--- src/rtl/inst_boot_loader.sv ---
// Byte-stream program loader: frames an image into instruction ROM words,
// verifies its XOR checksum and holds the CPU in reset until it passes.
module inst_boot_loader #(
  parameter int ADDR_W = 6
) (
  input  logic              Clock,
  input  logic              Reset,
  input  logic              start,
  input  logic              byte_valid,
  input  logic [7:0]        byte_data,
  output logic              byte_ready,
  output logic              rom_we,
  output logic [ADDR_W-1:0] rom_waddr,
  output logic [31:0]       rom_wdata,
  output logic              cpu_reset,
  output logic              done,
  output logic              error
);

  typedef enum logic [2:0] {
    IDLE, LEN_HI, LEN_LO, DATA, CSUM, DONE, ERR
  } state_t;

  localparam logic [16:0] CAP = 17'(1) << ADDR_W;

  state_t            state;
  logic [15:0]       len;
  logic [ADDR_W-1:0] widx;
  logic [1:0]        bidx;
  logic [7:0]        csum;
  logic [23:0]       asm_q;
  logic              accept;
  logic [15:0]       full_len;
  logic              last_word;

  assign byte_ready = state inside {LEN_HI, LEN_LO, DATA, CSUM};
  assign accept     = byte_valid & byte_ready;
  assign full_len   = {len[15:8], byte_data};
  // 17-bit compare so a full 2^ADDR_W image never aliases to zero
  assign last_word  = (17'(widx) + 17'd1) == 17'(len);

  always_ff @(posedge Clock) begin
    if (Reset) begin
      state     <= IDLE;
      len       <= '0;
      widx      <= '0;
      bidx      <= '0;
      csum      <= '0;
      asm_q     <= '0;
      rom_we    <= 1'b0;
      rom_waddr <= '0;
      rom_wdata <= '0;
      cpu_reset <= 1'b1;
      done      <= 1'b0;
      error     <= 1'b0;
    end else begin
      rom_we <= 1'b0;
      case (state)
        IDLE, DONE, ERR: begin
          if (start) begin
            widx      <= '0;
            bidx      <= '0;
            csum      <= '0;
            done      <= 1'b0;
            error     <= 1'b0;
            cpu_reset <= 1'b1;
            state     <= LEN_HI;
          end
        end
        LEN_HI: begin
          if (accept) begin
            len[15:8] <= byte_data;
            csum      <= csum ^ byte_data;
            state     <= LEN_LO;
          end
        end
        LEN_LO: begin
          if (accept) begin
            len[7:0] <= byte_data;
            csum     <= csum ^ byte_data;
            if (17'(full_len) > CAP) begin
              state <= ERR;
              error <= 1'b1;
            end else if (full_len == 16'd0) begin
              state <= CSUM;
            end else begin
              state <= DATA;
            end
          end
        end
        DATA: begin
          if (accept) begin
            csum  <= csum ^ byte_data;
            asm_q <= {asm_q[15:0], byte_data};
            bidx  <= bidx + 2'd1;
            if (bidx == 2'd3) begin
              rom_we    <= 1'b1;
              rom_waddr <= widx;
              rom_wdata <= {asm_q, byte_data};
              widx      <= widx + 1'b1;
              if (last_word) state <= CSUM;
            end
          end
        end
        CSUM: begin
          if (accept) begin
            if (byte_data == csum) begin
              state     <= DONE;
              done      <= 1'b1;
              cpu_reset <= 1'b0;
            end else begin
              state <= ERR;
              error <= 1'b1;
            end
          end
        end
        default: state <= IDLE;
      endcase
    end
  end

endmodule

--- config.mk ---
export PLATFORM = sky130hd
export DESIGN_NAME = inst_boot_loader
export DESIGN_NICKNAME = d
export VERILOG_FILES = /design/src/rtl/inst_boot_loader.sv
export SDC_FILE = /design/constraint.sdc
export NUM_CORES = 1
export LEC_CHECK = 0
export BUFFER_PORTS_ARGS = -buffer_cell sky130_fd_sc_hd__buf_2
export CORE_UTILIZATION = 52
export DETAILED_ROUTE_END_ITERATION = 7
export GPL_ROUTABILITY_DRIVEN = 0
export PLACE_DENSITY = 0.76
export SLEW_MARGIN = 5
export SYNTH_ARGS = -nofsm -noshare
export SYNTH_HDL_FRONTEND = slang
export SYNTH_SLANG_ARGS = --single-unit
export TNS_END_PERCENT = 30
--- constraint.sdc ---
create_clock -name Clock -period 1.85 [get_ports Clock]
set_clock_uncertainty 0.1 [all_clocks]
set_input_delay 0.0925 -clock Clock [delete_from_list [all_inputs] [get_ports Clock]]
set_output_delay 0.0925 -clock Clock [all_outputs]
set_load 0.03 [all_outputs]
### Word level (Yosys, flattened, before mapping)

Index checks and enable logic that the tools add are counted.

| word-level totals | value |
|---|---|
| register bits after elaboration | 101 |
| input port bits | 12 |
| word-level logic and storage cells | 96 |
| output and inout port bits | 43 |

| operators by class | value |
|---|---|
| $add $sub $neg | 3 |
| multiplexer cells | 35 |
| $lt $le $gt $ge | 1 |
| reduce and logical (&&, ||, !) cells | 20 |
| equal/unequal tests | 20 |
| bitwise operators | 4 |

Operator list:

| kind | number |
|---|---|
| $mux W3 | 9 |
| $mux W6 | 3 |
| $eq A7 B16 Y1 | 1 |
| $gt A16 B7 Y1 const B | 1 |
| $logic_not A16 Y1 | 1 |
| $mux W8 | 2 |
| $pmux W8 S2 | 1 |
| $pmux W3 S5 | 1 |
| $ne A2 B2 Y1 const B | 7 |
| $pmux W6 S2 | 1 |
| $mux W1 | 11 |
| $eq A3 B3 Y1 const B | 3 |
| $reduce_and A3 Y1 | 3 |
| $reduce_or A3 Y1 | 3 |
| $eq A8 B8 Y1 | 1 |
| $ne A2 B1 Y1 const B | 4 |
| $reduce_and A4 Y1 | 2 |
| $xor A8 B8 Y8 | 1 |
| $add A6 B1 Y7 const B | 1 |
| $reduce_and A7 Y1 | 1 |
| $add A6 B1 Y6 const B | 1 |
| $eq A3 B2 Y1 const B | 2 |
| $mux W2 | 3 |
| $reduce_and A2 Y1 | 3 |
| 13 further kinds | 17 |

### Logic depth before layout (Yosys ltp)

Gate-level depths: netlist (run 1).

| depth | value |
|---|---|
| word-level depth | 6 |
| depth in mapped cells | 9 |
| mapped depth without buffers | 6 |

### Worst setup path after synthesis (run 1)

No wires, ideal clock.

| timing path | value |
|---|---|
| path kind | flip-flop to flip-flop |
| start | register widx[0] |
| end | register state[0] |
| stages on the path, launching flop included | 8 |
| setup slack | 0.023 ns |
| path buffers | 1 |
| clock period less this slack | 1.827 ns |
| arrival time | 1.594 ns |
| library setup time | 0.133 ns |
| data required time | 1.617 ns |
| path through | dfxtp_1 > ha_1 > clkbuf_1 > nand4_1 > xnor2_1 > nor4_1 > a31o_2 > a311oi_2 |

| between the ends | value |
|---|---|
| word-level cells in the longest chain between the ends | 4 |

RTL lines:

| what | RTL line | RTL |
|---|---|---|
| from (decl) | 28 | `logic [ADDR_W-1:0] widx;` |
| from (signal assigned) | 100 | `widx <= widx + 1'b1;` |
| $add A6 B1 Y7 | 40 | `assign last_word = (17'(widx) + 17'd1) == 17'(len);` |
| $eq A7 B16 Y1 | 40 |  |
| $ne A2 B2 Y1 (no line) | - |  |
| $reduce_and A7 Y1 (no line) | - |  |
| to (signal assigned) | 44 | `state <= IDLE;` |
| to (signal assigned) | 67 | `state <= LEN_HI;` |
| to (signal assigned) | 74 | `state <= LEN_LO;` |
| to (decl) | 26 | `state_t state;` |

Every way passes these cells.
A chain may end at the register's enable or synchronous reset.

### Final worst setup path (run 1)

| timing path | value |
|---|---|
| start | register state[1] |
| end | register state[2] |

| between the ends | value |
|---|---|
| word-level cells in the longest chain between the ends | 5 |
| elaborated cells on any way between the ends | 19 |

RTL lines:

| what | RTL line | RTL |
|---|---|---|
| $eq A3 B1 Y1 (tied with other cells) | 36, 58 |  |
| $reduce_bool A4 Y1 | 36 | `assign byte_ready = state inside {LEN_HI, LEN_LO, DATA, CSUM};` |
| $and A1 B1 Y1 | 37 | `assign accept = byte_valid & byte_ready;` |
| $ne A2 B2 Y1 (no line) | - |  |
| $reduce_and A7 Y1 (no line) | - |  |

Parallel ways exist; a longest one is shown, timed or not.

==> impl_results.md, run 1 <==
- Endpoints failing setup: 3
- First-pass GRT wire length: about 18,000 µm
- Detailed Routing Iterations Pass 1: 5
- Worst-path cell chain: buf_4, nor2b_1, a21oi_1, o21ai_0, and2_0, a31o_2, a32o_1
- Area of the die: just under 9000 µm²
- Routed WL: between 10,000 and 15,000 µm
- Max_slew headroom: between 70% and 80%
- Commonest non-fill, non-tap cell in the layout: nand2_1
- Post-Synth XOR/XNOR Area: between 3 and 4%
- Synth warn: 0
- DR iter-0 viols: about 270
- Die width: ~94 µm
- Area Overhead vs Synth: 24.3%
- Area of the core: 8180 µm²
- RSZ-0062 raised after global routing: true
- Final HPWL DP: 7050 µm
- Most frequent cells in the layout: nand2_1 (166), a21oi_1 (99), dfxtp_1 (97), buf_2 (54), buf_4 (39)
- Post-synthesis sequential area ratio: 46.3%
- Mux share of post-synthesis cell area: less than 1%
- Period utilization: 102%
- Fraction of layout cells with a size suffix above 1: about a quarter
- Worst Setup SP: state[1]
- Initial antenna violation count: 0
- Pin count of the biggest net entering global routing: 96
- Net count, final: between 600 and 700
- Layout Utilization: 66.4%
- Met2 usage: 39.7%
- Finished Layout Cells: 749
- CTS sink count: 101
- CTS tree: yes
- Drt drc: 0
- CP max stage cell: dfxtp_4
- Leak: between 2 and 2.5 nW
- CP peak stage delay: roughly 0.42 ns
- WL per Instance: ~15 µm
- Outcome: finished with violations
- Final Cell Area: 5430 µm²
- Post-synth EDFFs: 0
- Initial Utilization: a little over half
- N_diodes: 0
- Slew Viols, Final: 0
- Clock Latency Late Sink: between 0.3 and 0.4 ns
- Met3 Use GR: under 10%
- Post-Place Cells: 720
- CTS Root Cell: clkbuf_8
- GR peak layer: met2
- Seq. cell area: ~2000 µm²
- Clk slew on worst S/H paths: roughly 0.11 ns
- DR vias: between 4k and 5k
- Main combinational cell family by area after synthesis: simple AND/OR/NAND/NOR gates
- Synth unique cells: slightly above 50
- Post-synthesis compound-gate area fraction: approximately 18%
- Crit path max fanout: 8
- H-tree Lvls: 3
- Clock Path Buffers: 2
- Type of the worst setup path: reg -> reg
- Placed inst area: 4910 µm²
- Power Dens Cells: 1060 nW/µm²
- Worst Hold Class: in -> reg
- CTS Buf Count: 9
- Main synth FF type: dfxtp_1
- Port buffer count: 54
- Fmax: 532 MHz
- Flops & latches, synth: slightly above 100
- Hold_sp: byte_data[3]
- Post-Synth Adder-Cell Area: less than 1%
- Final worst slack: -0.0289 ns
- Synth Net Count: 581
- Synthesized area: ~4400 µm²
- Tmin final: between 1.5 and 2 ns
- Worst r2r src: state[1]
- Multi-input logic area: around 2300 µm²
- Synthesized area per cell: 7.70 µm²
- Synth Area in Simple Gates: between 20% and 30%
- Crit end category: flip-flop
- Worst Max-Slew Pin Slew: just under 0.4 ns
- DIE HEIGHT: about 94 µm
- Final TNS setup: -0.0446 ns
- Failing checks: setup timing
- Max-cap check violation count: 0
- Post-synth ARST share: 0%
- Worst Path Arrival: roughly 2 ns
- Final Hold Viols: 0
- Vias in the first global route: between 3k and 4k
- Worst VDD drop: 0.000613 V
- Global-route congestion overflow total: 0
- Fill cell count: 688
- Vias per inst: around 5.5
- Ports: 55
- Crit path launch type: flip-flop
- Pwr Total: about 0.0058 W
- CP Data Required Time: roughly 2.0 ns
- Gr usage total: 25.5%
- Mapped Cells: roughly 570
- Detail Route Antenna Nets: 0
- Number of cell rows: 33
- Grt met1 use: approximately a third
-- power breakdown --
part / switching (W) / total (W) / internal [W]
Sequential: 0.000140 / 0.00245 / 0.00231
Clock: 0.000822 / 0.00134 / 0.000522
Combinational: 0.00107 / 0.00198 / 0.000907
-- kinds of logic (layout without fill, tap and decap cells) --
family,Yosys count,count (layout)
compound gates,142,142
xor+xnor,18,18
fa+ha+maj,2,2
buf+inv,51,128
flops,101,101
mux,4,4
simple gates,249,249
-- layout make-up --
cell class | count | share of cell area [%]
clock buffers | 9 | 2.28
clock inverters | 7 | 1.24
inverters | 4 | 0.276
multi-input cells | 415 | 42.4
flip-flops and latches | 101 | 37.4
well taps | 105 | 2.42
repair buffers | 108 | 13.9
-- path summary, 6_finish.rpt --
check                   to  slack, ns  cells past startpoint
max               state[2]      -0.03                      7
min                csum[3]       0.04                      4
max reg2reg       state[2]      -0.03                      7
min reg2reg  rom_wdata[14]       0.36                      2
-- metrics by stage --
step	hold slack [ns]	setup slack (ns)
floorplan	0.244	0.0227
global placement	0.283	-0.00413
detailed placement	0.291	-0.136
CTS	0.0328	0.00503
global route	0.0608	-0.132
finish	0.0405	-0.0289
-- critical path: cells and delay by family (launching register included) --
kind | cells | cell delay [ns]
compound gates | 4 | 0.81
buf+inv | 1 | 0.18
flops | 1 | 0.42
simple gates | 2 | 0.28
-- timing repair --
item                                    in CTS  in global routing
endpoints found under the setup margin       9                 48
pin swaps                                    5                  8
endpoints found under the hold margin       25                  0
gates resized for setup                      7                 35
hold buffers                                 9                  0
setup buffers                                0                  4
-- synthesized netlist by cell type, types with 5 or more instances --
master | number | area share, %
a21oi_1 | 100 | 11
buf_2 | 15 | 1.7
clkbuf_1 | 27 | 2.3
dfxtp_1 | 101 | 46
nand2_1 | 169 | 15
nand3_1 | 5 | 0.57
nand3b_1 | 10 | 1.7
nor2_1 | 28 | 2.4
nor3_1 | 7 | 0.80
o21ai_0 | 18 | 2.1
xnor2_1 | 15 | 3.0
-- layer usage --
metal / part of all wire (%) / routed length, µm
met1: 46 / 5010
met2: 48 / 5260
met3: 4.2 / 461
met4: 1.8 / 202
met5: 0 / 0
-- registers in the layout (all words and copies together), names as in the netlist --
| signal | flops |
|---|---|
| csum | 8 |
| rom_we | 1 |
| rom_waddr | 6 |
| widx | 6 |
| rom_wdata | 32 |
| cpu_reset | 1 |
| len | 16 |
| state | 3 |
| error | 1 |
| asm_q | 24 |
| bidx | 2 |
| done | 1 |
Power figures use the tool's default switching activity.
==> run 2: changes to the inputs <==
--- a/config.mk
+++ b/config.mk
@@ -5,11 +5,12 @@
 export SDC_FILE = /design/constraint.sdc
 export NUM_CORES = 1
 export LEC_CHECK = 0
+export ABC_AREA = 1
 export BUFFER_PORTS_ARGS = -buffer_cell sky130_fd_sc_hd__buf_2
-export CORE_UTILIZATION = 52
+export CORE_UTILIZATION = 51
 export DETAILED_ROUTE_END_ITERATION = 7
 export GPL_ROUTABILITY_DRIVEN = 0
-export PLACE_DENSITY = 0.76
+export PLACE_DENSITY = 0.75
 export SLEW_MARGIN = 5
 export SYNTH_ARGS = -nofsm -noshare
 export SYNTH_HDL_FRONTEND = slang
==> impl_results.md, run 2 <==
- Ports: 55
- Global-route congestion overflow total: 0
- CP Data Required Time: 2.04 ns
- Net count, final: approximately 640
- Endpoints failing setup: 0
- Final TNS setup: 0 ns
- H-tree Lvls: 3
- Most flops, register: rom_wdata
- Vias in the first global route: 3,534
- Top cell type by total area after synthesis: dfxtp_1
- CTS tree: yes
- Clock Path Buffers: 2
- Mapped Cells: between 500 and 600
- Top cell type's share of synthesized area: approximately 48%
- First-pass GRT wire length: between 15,000 and 20,000 µm
- Crit path launch type: flip-flop
- Pin count of the biggest net entering global routing: 42
- Flops & latches, synth: ~100
- Die width: between 90 and 100 µm
- Synth unique cells: 27
- Synthesized area per cell: 7.46 µm²
- Final Hold Viols: 0
- Leak: about 2.2 nW
- Slew Viols, Final: 0
- Tmin final: 1.73 ns
- Synth warn: 0
- Detail Route Antenna Nets: 0
- CTS Buf Count: 9
- Drt drc: 0
- Port buffer count: 54
- Post-synth EDFFs: 0
- Hold path endpoint: len[14]
- Initial antenna violation count: 0
- Worst-path cell chain: inv_2, nor2_4, inv_2, nor2_4, inv_2, nor2_8, inv_4, nor2_4, buf_12, buf_6, nand2_1, a21oi_1
- Outcome: finished clean
- Type of the worst setup path: reg -> reg
- Worst Hold Class: in -> reg
- Synth Net Count: around 570
- Number of cell rows: 32
- Routed WL: around 10000 µm
- Main synth FF type: dfxtp_1
- CTS sink count: between 100 and 150
- Top cells by count, synth: nand2_1 (127), dfxtp_1 (101), nor2_1 (77), a21oi_1 (69), o21ai_0 (59)
- Final HPWL DP: 6420 µm
- Worst Max-Slew Pin Slew: between 0.3 and 0.4 ns
- Final worst slack: ~0.12 ns
- Commonest non-fill, non-tap cell in the layout: nand2_1
- CP peak stage delay: ~0.35 ns
- Worst r2r src: state[0]
- Post-synth ARST share: 0%
- Clk slew on worst S/H paths: 0.10 ns
- Pre-CTS setup slack: about 0.027 ns
- Most frequent cell after synthesis: nand2_1
- Most frequent cells in the layout: nand2_1 (120), dfxtp_1 (96), nor2_1 (74), a21oi_1 (69), o21ai_0 (56)
- Fraction of layout cells with a size suffix above 1: roughly a fifth
- Largest regs: rom_wdata: 32 flops, asm_q: 24 flops, len: 16 flops
- Critical path buffers and inverters: 6
- Vias per inst: between 5 and 6
- Crit end category: flip-flop
- Area of the die: 8550 µm²
- Worst Path Arrival: ~1.9 ns
- Fmax: 579 MHz
- Power Dens Cells: about 1200 nW/µm²
- Hold Path Stages: 4
- Initial Utilization: 53.4%
- Area Overhead vs Synth: 19.5%
- Dominant cells by area after synthesis: dfxtp_1 (48%), nand2_1 (11%), a21oi_1 (8.3%)
- Crit path max-delay family: buffers and inverters
- Post-synthesis sequential area ratio: roughly 48%
- Crit path depth: 12
- R2R Setup Slk: ~0.12 ns
- DR iter-0 viols: ~180
- Clock Latency Late Sink: between 0.3 and 0.4 ns
- Detailed Routing Iterations Pass 1: 5
- Period utilization: around 93%
- Worst R2R End: rom_wdata[8]
- Max_slew headroom: 77.4%
- N_diodes: 0
- Worst VDD drop: between 0.0009 and 0.001 V
- Hold_sp: byte_valid
- Layout Utilization: between 60% and 70%
- DIE HEIGHT: about 92 µm
- WL per Instance: between 10 and 15 µm
- Max reg flops: 32
- CTS Root Cell: clkbuf_8
- Reg2reg path depth: 12
- Area of the core: 7810 µm²
- Synthesized area: 4170 µm²
- Gr usage total: 23.0%
- Pwr Total: roughly 0.006 W
- Max-cap check violation count: 0
- Crit path max fanout: 16
- DR vias: ~3.8k
- CP max stage cell: dfxtp_2
## run 2: worst min-delay path: stages
cell and delay, ns:
buf_2 0.14, nand2_1 0.17, o21ai_0 0.10, nor2_1 0.08
## run 2: metrics by stage
| stage | area (µm²) | instances | hold slack [ns] |
|---|---|---|---|
| floorplan | 4170 | 559 | 0.127 |
| global placement | 4560 | 705 | 0.310 |
| detailed placement | 4560 | 705 | 0.314 |
| CTS | 4840 | 729 | 0.121 |
| global route | 4990 | 735 | 0.191 |
| finish | 4990 | 735 | 0.151 |
## run 2: where the power goes
group | total (W) | switching (W) | internal (W)
registers | 0.00261 | 0.000171 | 0.00244
clock network | 0.00141 | 0.000775 | 0.000633
logic | 0.00211 | 0.00134 | 0.000767
total | 0.00613 | 0.00229 | 0.00384
## run 2: cell families (layout without fill, tap and decap cells)
family,Yosys count,count (layout),share of synthesized area (%)
simple gates,234,234,23.2
xor+xnor,8,8,1.68
fa+ha+maj,2,2,0.600
compound gates,146,146,18.7
buf+inv,68,142,7.32
flops,101,101,48.5
## run 2: how the worst max path moves through the flow
stage              from      endpoint  slack, ns
2_1_floorplan  state[0]  rom_wdata[6]       0.17
3_3_place_gp   state[1]       widx[5]       0.06
3_5_place_dp   state[1]       widx[5]       0.03
4_1_cts         widx[1]      state[2]       0.02
5_1_grt         widx[0]      state[1]      -0.02
6_report       state[0]  rom_wdata[8]       0.12
## run 2: timing repair
action	CTS	global route
resized for setup	1	29
setup endpoints to repair	1	35
hold buffers	9	0
pin swaps	0	6
gates cloned	0	2
buffers inserted	0	4
hold endpoints to repair	25	0
## run 2: cell type report
type | count | area, µm²
clock buffers | 9 | 124
flip-flops and latches | 101 | 2030
inverters | 43 | 173
repair inverters | 1 | 7.51
repair buffers | 83 | 561
clock inverters | 6 | 71.3
multi-input cells | 390 | 1890
fillers | 697 | 2820
well taps | 102 | 128
## run 2: metal layers
| metal | up-vias | share of wire (%) | GRT usage [%] |
|---|---|---|---|
| met3 | 20 | 4.5 | 5.75 |
| met4 | 0 | 2.0 | 9.38 |
| li1 | 1955 | - | - |
| met5 | - | 0 | 0 |
| met1 | 1756 | 47 | 29.8 |
| met2 | 108 | 46 | 36.7 |
==> run 3: changes to the inputs <==
--- a/config.mk
+++ b/config.mk
@@ -11,6 +11,7 @@
 export DETAILED_ROUTE_END_ITERATION = 7
 export GPL_ROUTABILITY_DRIVEN = 0
 export PLACE_DENSITY = 0.75
+export REMOVE_ABC_BUFFERS = 1
 export SLEW_MARGIN = 5
 export SYNTH_ARGS = -nofsm -noshare
 export SYNTH_HDL_FRONTEND = slang
==> constraint.sdc (replaced) <==
create_clock -name Clock -period 1.45 [get_ports Clock]
set_clock_uncertainty 0.1 [all_clocks]
set_input_delay 0.0725 -clock Clock [delete_from_list [all_inputs] [get_ports Clock]]
set_output_delay 0.0725 -clock Clock [all_outputs]
set_load 0.03 [all_outputs]
==> impl_results.md, run 3 (synthesis gave the netlist of run 2 again) <==
- WL per Instance: 15.2 µm
- Global-route congestion overflow total: 0
- Failing checks: hold timing, setup timing
- Slew Viols, Final: 0
- Port buffer count: between 50 and 60
- Pin count of the biggest net entering global routing: roughly 60
- Vias in the first global route: 3,891
- DIE HEIGHT: ~90 µm
- CTS sink count: just over 100
- Area Overhead vs Synth: 34.3%
- Type of the worst setup path: reg -> reg
- Crit end category: flip-flop
- First-pass GRT wire length: 17,900 µm
- Fraction of layout cells with a size suffix above 1: about a third
- Leak: about 2.5 nW
- Worst r2r src: state[0]
- Routed WL: between 10,000 and 15,000 µm
- Most flops, register: rom_wdata
- Period utilization: 126%
- Outcome: finished with violations
- CP Data Required Time: between 1.5 and 2 ns
- Fmax: approximately 550 MHz
- Power Dens Cells: roughly 1600 nW/µm²
- Worst Setup SP: state[0]
- Worst hold margin: -0.0136 ns
- Pre-CTS setup slack: -0.322 ns
- Die width: slightly above 90 µm
- Area of the core: just under 8000 µm²
- Max-cap check violation count: 0
- Final TNS setup: -22.79 ns
- Area of the die: around 8500 µm²
- Reg2reg path depth: 12
- Initial Utilization: between 50% and 60%
- Number of cell rows: 32
- Clock Latency Late Sink: 0.37 ns
- Final HPWL DP: 6680 µm
- Layout Utilization: 71.8%
- CTS tree: yes
- RSZ-0062 raised after global routing: true
- Drt drc: 0
- Worst-path cell chain: inv_4, nor2_4, inv_2, nor2_4, inv_4, nor2_8, inv_4, nor2_4, buf_12, clkbuf_16, nand2_2, a21oi_1
- Worst R2R End: rom_wdata[12]
- H-tree Lvls: 3
- Clock Path Buffers: 2
- Worst VDD drop: about 0.0011 V
- Detail Route Antenna Nets: 0
- Vias per inst: about 5.5
- Final worst slack: -0.383 ns
- N_diodes: 0
- Tmin final: ~1.8 ns
- Crit path launch type: flip-flop
- Worst Max-Slew Pin Slew: 0.501 ns
- Max_slew headroom: 66.6%
- CTS Root Cell: clkbuf_8
- Ports: 55
- CP peak stage delay: approximately 0.37 ns
- Largest regs: rom_wdata: 32 flops, asm_q: 24 flops, len: 16 flops
- Gr usage total: 26.5%
- Pwr Total: 0.00891 W
- CTS Buf Count: 9
- DR vias: around 4.3k
- Endpoint of the worst setup timing path: rom_wdata[12]
- CP max stage cell: dfxtp_2
- Endpoints failing setup: 93
- Worst Path Arrival: 2.03 ns
- Most frequent cells in the layout: nand2_1 (109), dfxtp_1 (93), a21oi_1 (60), nor2_1 (59), buf_2 (53)
- R2R Setup Slk: -0.38 ns
- Worst Hold Class: in -> reg
- DR iter-0 viols: 220
- Commonest non-fill, non-tap cell in the layout: nand2_1
- Initial antenna violation count: 0
- Clk slew on worst S/H paths: roughly 0.10 ns
- Crit path max fanout: 6
- Final Hold Viols: 2
- Detailed Routing Iterations Pass 1: 5
- Max reg flops: 32
- Net count, final: 683
-- run 3: worst min-delay path by stage --
stage | endpoint | cells past startpoint | slack (ns) | start
after floorplan | widx[2] | 1 | 0.03 | Reset
after global placement | rom_wdata[0] | 3 | 0.28 | byte_data[0]
after detailed placement | asm_q[0] | 3 | 0.30 | byte_data[0]
after CTS | len[11] | 3 | 0.0004 | byte_data[3]
after global routing | len[11] | 3 | 0.02 | byte_data[3]
final | len[6] | 3 | -0.01 | byte_data[6]
-- run 3: final cells by class --
class / instances / area [µm²]
fillers: 577 / 2200
multi-input cells: 390 / 2130
flip-flops and latches: 101 / 2040
repair buffers: 123 / 935
inverters: 43 / 185
clock buffers: 12 / 155
well taps: 102 / 128
clock inverters: 3 / 26.3
repair inverters: 1 / 7.51
-- run 3: where the power goes --
group	leakage (nW)	internal (W)	switching, W
Clock	0.0935	0.000727	0.000982
Combinational	1.58	0.00162	0.00224
Sequential	0.822	0.00312	0.000221
-- run 3: worst max-delay path, delay by kind of cell (launching register included) --
kind / cells / cell delay [ns]
AOI/OAI and AO/OA: 1 / 0.15
buffers and inverters: 6 / 0.58
DFF: 1 / 0.37
and+or+nand+nor: 5 / 0.55
-- run 3: metal layers --
| metal | up-vias | track usage [%] | part of all wire, % |
|---|---|---|---|
| met2 | 153 | 45.5 | 50 |
| li1 | 2041 | - | - |
| met1 | 2037 | 32.5 | 41 |
| met4 | 0 | 11.5 | 3.5 |
| met5 | - | 0 | 0 |
| met3 | 40 | 4.68 | 5.5 |
-- run 3: timing repair --
action                     CTS  global route
hold buffers                 4             0
gates cloned                 3             1
resized for setup           45            90
setup endpoints to repair   96           102
hold endpoints to repair    14             0
setup buffers                7             6
pin swaps                   15            22
-- run 3: through the flow --
stage          cell area, µm²  instances
4_1_cts                  5290        768
3_3_place_gp             4840        739
5_1_grt                  5610        775
2_1_floorplan            4030        534
6_report                 5610        775
3_5_place_dp             4840        739
